==> src/rtl/mux4_rr_sched.sv <==
// Round-robin scheduler owning the select of a shared 4:1 one-bit mux.
// A hold counter rotates the grant after MAX_HOLD cycles when others are waiting.
module mux4_rr_sched #(
    parameter int MAX_HOLD = 8
) (
    input  logic       clk,
    input  logic       rst_n,
    input  logic [3:0] req,
    input  logic [3:0] I,
    output logic [3:0] gnt,
    output logic [1:0] S,
    output logic       busy,
    output logic       Y
);

    localparam int CW = $clog2(MAX_HOLD + 1);
    localparam logic [CW-1:0] CNT_MAX = CW'(MAX_HOLD - 1);

    typedef enum logic {IDLE, GRANT} state_t;

    state_t        state_q;
    logic [1:0]    ptr_q;
    logic [1:0]    owner_q;
    logic [CW-1:0] cnt_q;
    logic [3:0]    gnt_q;
    logic [1:0]    s_q;
    logic          busy_q;

    logic [3:0]    others;
    logic [1:0]    ptr_d;
    logic [1:0]    idle_win_d;
    logic [1:0]    rot_win_d;
    logic [CW-1:0] cnt_inc_d;

    // First set bit of r scanning p, p+1, p+2, p+3 (mod 4).
    function automatic logic [1:0] arb(input logic [3:0] r, input logic [1:0] p);
        logic [1:0] w;
        logic [1:0] idx;
        logic       found;
        w     = p;
        found = 1'b0;
        for (int i = 0; i < 4; i++) begin
            idx = p + 2'(i);
            if (!found && r[idx]) begin
                w     = idx;
                found = 1'b1;
            end
        end
        return w;
    endfunction

    // Excluding the owner guarantees a rotation never re-grants it.
    assign others     = req & ~(4'b0001 << owner_q);
    assign ptr_d      = owner_q + 2'd1;
    assign idle_win_d = arb(req, ptr_q);
    assign rot_win_d  = arb(others, ptr_d);
    assign cnt_inc_d  = (cnt_q == CNT_MAX) ? cnt_q : cnt_q + 1'b1;

    always_ff @(posedge clk or negedge rst_n) begin
        if (!rst_n) begin
            state_q <= IDLE;
            ptr_q   <= 2'd0;
            owner_q <= 2'd0;
            cnt_q   <= '0;
            gnt_q   <= 4'b0000;
            s_q     <= 2'd0;
            busy_q  <= 1'b0;
        end else begin
            unique case (state_q)
                IDLE: begin
                    if (|req) begin
                        state_q <= GRANT;
                        owner_q <= idle_win_d;
                        gnt_q   <= 4'b0001 << idle_win_d;
                        s_q     <= idle_win_d;
                        busy_q  <= 1'b1;
                        cnt_q   <= '0;
                    end else begin
                        gnt_q  <= 4'b0000;
                        busy_q <= 1'b0;
                    end
                end
                GRANT: begin
                    if (!req[owner_q] || (cnt_q == CNT_MAX && |others)) begin
                        // Release and timeout both advance the pointer past the owner.
                        ptr_q <= ptr_d;
                        if (|others) begin
                            owner_q <= rot_win_d;
                            gnt_q   <= 4'b0001 << rot_win_d;
                            s_q     <= rot_win_d;
                            cnt_q   <= '0;
                        end else begin
                            state_q <= IDLE;
                            gnt_q   <= 4'b0000;
                            busy_q  <= 1'b0;
                            cnt_q   <= '0;
                        end
                    end else begin
                        cnt_q <= cnt_inc_d;
                    end
                end
                default: state_q <= IDLE;
            endcase
        end
    end

    assign gnt  = gnt_q;
    assign S    = s_q;
    assign busy = busy_q;
    assign Y    = busy_q ? I[s_q] : 1'b0;

endmodule

==> config.mk <==
export PLATFORM = sky130hd
export DESIGN_NAME = mux4_rr_sched
export DESIGN_NICKNAME = d
export VERILOG_FILES = /design/src/rtl/mux4_rr_sched.sv
export SDC_FILE = /design/constraint.sdc
export NUM_CORES = 1
export LEC_CHECK = 0
export CAP_MARGIN = 20
export CORE_AREA = 2 2 58 60
export DETAILED_ROUTE_END_ITERATION = 16
export DIE_AREA = 0 0 60 62
export PLACE_DENSITY = 0.72
export SKIP_CTS_REPAIR_TIMING = 1
export SYNTH_ARGS = -nofsm -noshare
export SYNTH_HDL_FRONTEND = slang
export SYNTH_SLANG_ARGS = --single-unit
==> constraint.sdc <==
create_clock -name clk -period 6.7 [get_ports clk]
set_clock_uncertainty 0.05 [all_clocks]
set_input_delay 1.34 -clock clk [delete_from_list [all_inputs] [get_ports clk]]
set_output_delay 1.34 -clock clk [all_outputs]
set_load 0.005 [all_outputs]
==> run summary <==
==================================================================================
Residual antenna-violating net count after detailed routing                      0
Launch point of the worst hold path                                   gnt[0]$_DFFE_PN0P_
Final hold violation count                                                       0
First-pass GRT wire length                                                 4060 um
Wire length the detailed router placed on met1                             1130 um
DIE AREA                                                              0.00372 sq mm
Worst-path maximum fanout                                                        1
Number of cells on the worst reg-to-reg path                                     6
Vias                                                                          1023
Clock tree from TritonCTS                                                    built
Cell count after placement                                                     181
Final layout net count                                                         155
F_max                                                                    0.240 GHz
Total iterations of the first detailed-routing run                               4
Mean Syn Cell Area                                                      9.52 sq um
Overall fraction of global-route tracks in use                               0.144
Most frequent cells in the layout                                     sky130_fd_sc_hd__clkdlybuf4s50_1, sky130_fd_sc_hd__dfrtp_1, sky130_fd_sc_hd__nor2_1, sky130_fd_sc_hd__nand2_1, sky130_fd_sc_hd__o21ai_0
Layout area overhead                                                         15.5%
Routed length on met2                                                      1200 um
Setup CP Type                                                               in2out
Hold Crit Endpoint                                                    gnt[0]$_DFFE_PN0P_
Final setup vio count                                                            0
Cell area after technology mapping                                    0.00120 sq mm
Count of input and output buffers                                               17
H-tree Lvls                                                                      1
Slack of the critical path                                                 2530 ps
Minimum period implied by the final worst setup slack                      4170 ps
Kind of capture point of the worst setup path                         primary output
CP delay by family, top                                               buffers and inverters
Clock Sink Count                                                                14
Most common cell after layout, fill and taps aside                    sky130_fd_sc_hd__clkdlybuf4s50_1
Final period utilization                                                     0.622
Detailed-route vias per instance                                              5.56
Post-synth net total                                                           141
Routability congestion estimate                                              0.879
Chip Width                                                                   60 um
WP buf/inv                                                                       2
Slew HR                                                                      0.583
Synthesized flop and latch total                                                14
Total power divided by cell area                                       472 mW/mm^2
Core footprint                                                        0.00318 sq mm
Initial antenna violation count                                                  0
Grt total ovfl                                                                   0
Leakage                                                                   0.570 nW
Post-route DRC violation count                                                   0
Die height                                                                   62 um
Primary FF master, synth                                              sky130_fd_sc_hd__dfrtp_1
Setup repair after global routing missed its margin                             no
Detailed-placement wirelength estimate                                     1910 um
Capturing point of the worst reg2reg path                             gnt[3]$_DFFE_PN0P_
Cells traversed along the worst timing path                           clkdlybuf4s50_1 -> mux4_2 -> and2_1 -> clkdlybuf4s50_1
Max stage delay on crit path                                                450 ps
Number of buffers created by CTS                                                 3
Initial cell density of the core                                             0.377
Top routing layer in use                                                      met4
Synth Warn #                                                                     0
Count of flip-flops with a built-in enable after synthesis                       0
Clock transition at the registers of the reported paths                      90 ps
Startpoint type of the worst setup path                                 input port
Result of the run                                                     complete, no violations
Num ports                                                                       18
Average wire per cell in the routed design                                 13.5 um
Arrival time of data at the critical path endpoint                         2780 ps
Distinct cells, synth                                                           53
Total negative setup slack                                                    0 ps
Final-layout worst hold slack                                               456 ps
Worst reg2reg startpoint                                              S[0]$_DFFE_PN0P_
Slowest library cell on the worst path                                sky130_fd_sc_hd__mux4_2
Placement row count                                                             21
Ant diodes                                                                       0
Clock insertion delay at the later pin of the skew report                   280 ps
Number of instances in the synthesized netlist                                 126
Data required time at the worst endpoint                                   5310 ps
Met3 WL                                                                     136 um
Number of global-route vias before repair                                      921
Number of standard cells in the final layout excluding fillers                 184
Setup slack of the most critical reg-to-reg path                           4250 ps
Number of pins exceeding their max-slew limit in the final report                0
Worst-Margin Slew                                                           624 ps
Root Driver                                                           sky130_fd_sc_hd__clkbuf_4
Worst hold-check path type                                                 reg2reg
Most prevalent standard cell on the critical path                     sky130_fd_sc_hd__clkdlybuf4s50_1
Share of final-layout standard cells stronger than drive strength 1          0.138
Fraction of the yosys area taken by sequential cells                         0.292
Worst hold path cell count                                                       2
Routed Wire Length                                                         2480 um
Dpl ws                                                                     2520 ps
Asr flop ratio synth                                                          1.00
Maximum number of pins on one net before global-route repair                    15
Reported max-cap violation count                                                 0
Maximum root-to-sink buffer count                                                2
Initial DRC Count                                                               50
Max IR drop VDD                                                             221 uV
==================================================================================
## report_power, final
part | total [mW] | switching, mW | leakage, nW | internal [mW]
Combinational | 0.431 | 0.209 | 0.385 | 0.221
Sequential | 0.176 | 0.0508 | 0.171 | 0.125
Clock | 0.0476 | 0.0267 | 0.0138 | 0.0208
Total | 0.654 | 0.287 | 0.570 | 0.367
## worst max path at each step
stage	from	end	slack [ps]	depth (start not counted)
global placement	I[3]	Y	2540	4
global route	I[3]	Y	2490	4
floorplan	I[3]	Y	3370	2
CTS	I[3]	Y	2520	4
detailed placement	I[3]	Y	2520	4
finish	I[3]	Y	2530	4
## cells by family after synthesis
logic type | Yosys count | synth area share
mux | 8 | 0.0897
simple gates | 48 | 0.247
buf+inv | 13 | 0.0688
flops | 14 | 0.292
fa+ha+maj | 5 | 0.0521
compound gates | 38 | 0.250
## worst register-to-register path: cells and delay by family (launching register included)
| kind | cells | cell delay, ps |
|---|---|---|
| flip-flops | 1 | 590 |
| adder cells (fa/ha/maj) | 1 | 510 |
| AND/OR/NAND/NOR | 2 | 710 |
| AO/OA/AOI/OAI | 2 | 330 |
| buffers and inverters | 1 | 170 |
## synth_stat cells (2+ instances only)
library cell | n | share of area
sky130_fd_sc_hd__nand4b_1 | 2 | 0.015
sky130_fd_sc_hd__or4_1 | 2 | 0.013
sky130_fd_sc_hd__nand2_1 | 9 | 0.028
sky130_fd_sc_hd__buf_6 | 4 | 0.038
sky130_fd_sc_hd__nand2b_1 | 2 | 0.010
sky130_fd_sc_hd__a211oi_1 | 2 | 0.013
sky130_fd_sc_hd__o22ai_1 | 3 | 0.016
sky130_fd_sc_hd__o31ai_1 | 2 | 0.013
sky130_fd_sc_hd__nand3_1 | 3 | 0.013
sky130_fd_sc_hd__dfrtp_1 | 14 | 0.29
sky130_fd_sc_hd__mux4_2 | 2 | 0.038
sky130_fd_sc_hd__o21ai_0 | 6 | 0.025
sky130_fd_sc_hd__a21oi_1 | 5 | 0.021
sky130_fd_sc_hd__inv_1 | 5 | 0.016
sky130_fd_sc_hd__mux2i_1 | 4 | 0.033
sky130_fd_sc_hd__mux2_2 | 2 | 0.019
sky130_fd_sc_hd__clkbuf_1 | 3 | 0.0094
sky130_fd_sc_hd__a21o_1 | 2 | 0.013
sky130_fd_sc_hd__ha_1 | 5 | 0.052
sky130_fd_sc_hd__a31oi_1 | 3 | 0.016
sky130_fd_sc_hd__nor2b_1 | 3 | 0.016
sky130_fd_sc_hd__nand3b_1 | 2 | 0.013
sky130_fd_sc_hd__o21ai_1 | 2 | 0.0083
sky130_fd_sc_hd__a32oi_1 | 2 | 0.015
sky130_fd_sc_hd__nor2_1 | 9 | 0.028
## layout make-up
class                           instances  area, sq um
Clock buffer                            3         22.5
Multi-Input combinational cell         99          767
Inverter                                5         18.8
Fill cell                             307         1790
Tap cell                               46         57.6
Sequential cell                        14          350
Timing Repair Buffer                   17          170
## routing by layer
| layer | GRT usage | up-vias |
|---|---|---|
| met2 | 0.244 | 33 |
| li1 | - | 496 |
| met3 | 0.0311 | 2 |
| met4 | 0.0286 | 0 |
| met5 | 0 | - |
| met1 | 0.191 | 492 |
## per-stage QoR
| step | utilization | total power [mW] | area (sq um) |
|---|---|---|---|
| 5_1_grt | 0.436 | 0.715 | 1390 |
| 3_5_place_dp | 0.429 | 0.609 | 1360 |
| 4_1_cts | 0.436 | 0.657 | 1390 |
| 3_3_place_gp | 0.429 | 0.597 | 1360 |
| 6_report | 0.436 | 0.654 | 1390 |
| 2_1_floorplan | - | 0.505 | 1200 |
## registers in the layout, summed over array words and instances (netlist names)
register	cells
busy	1
ptr_q	2
state_q	1
S	2
gnt	4
cnt_q	4
No activity file was read; power rests on OpenSTA's default activity.
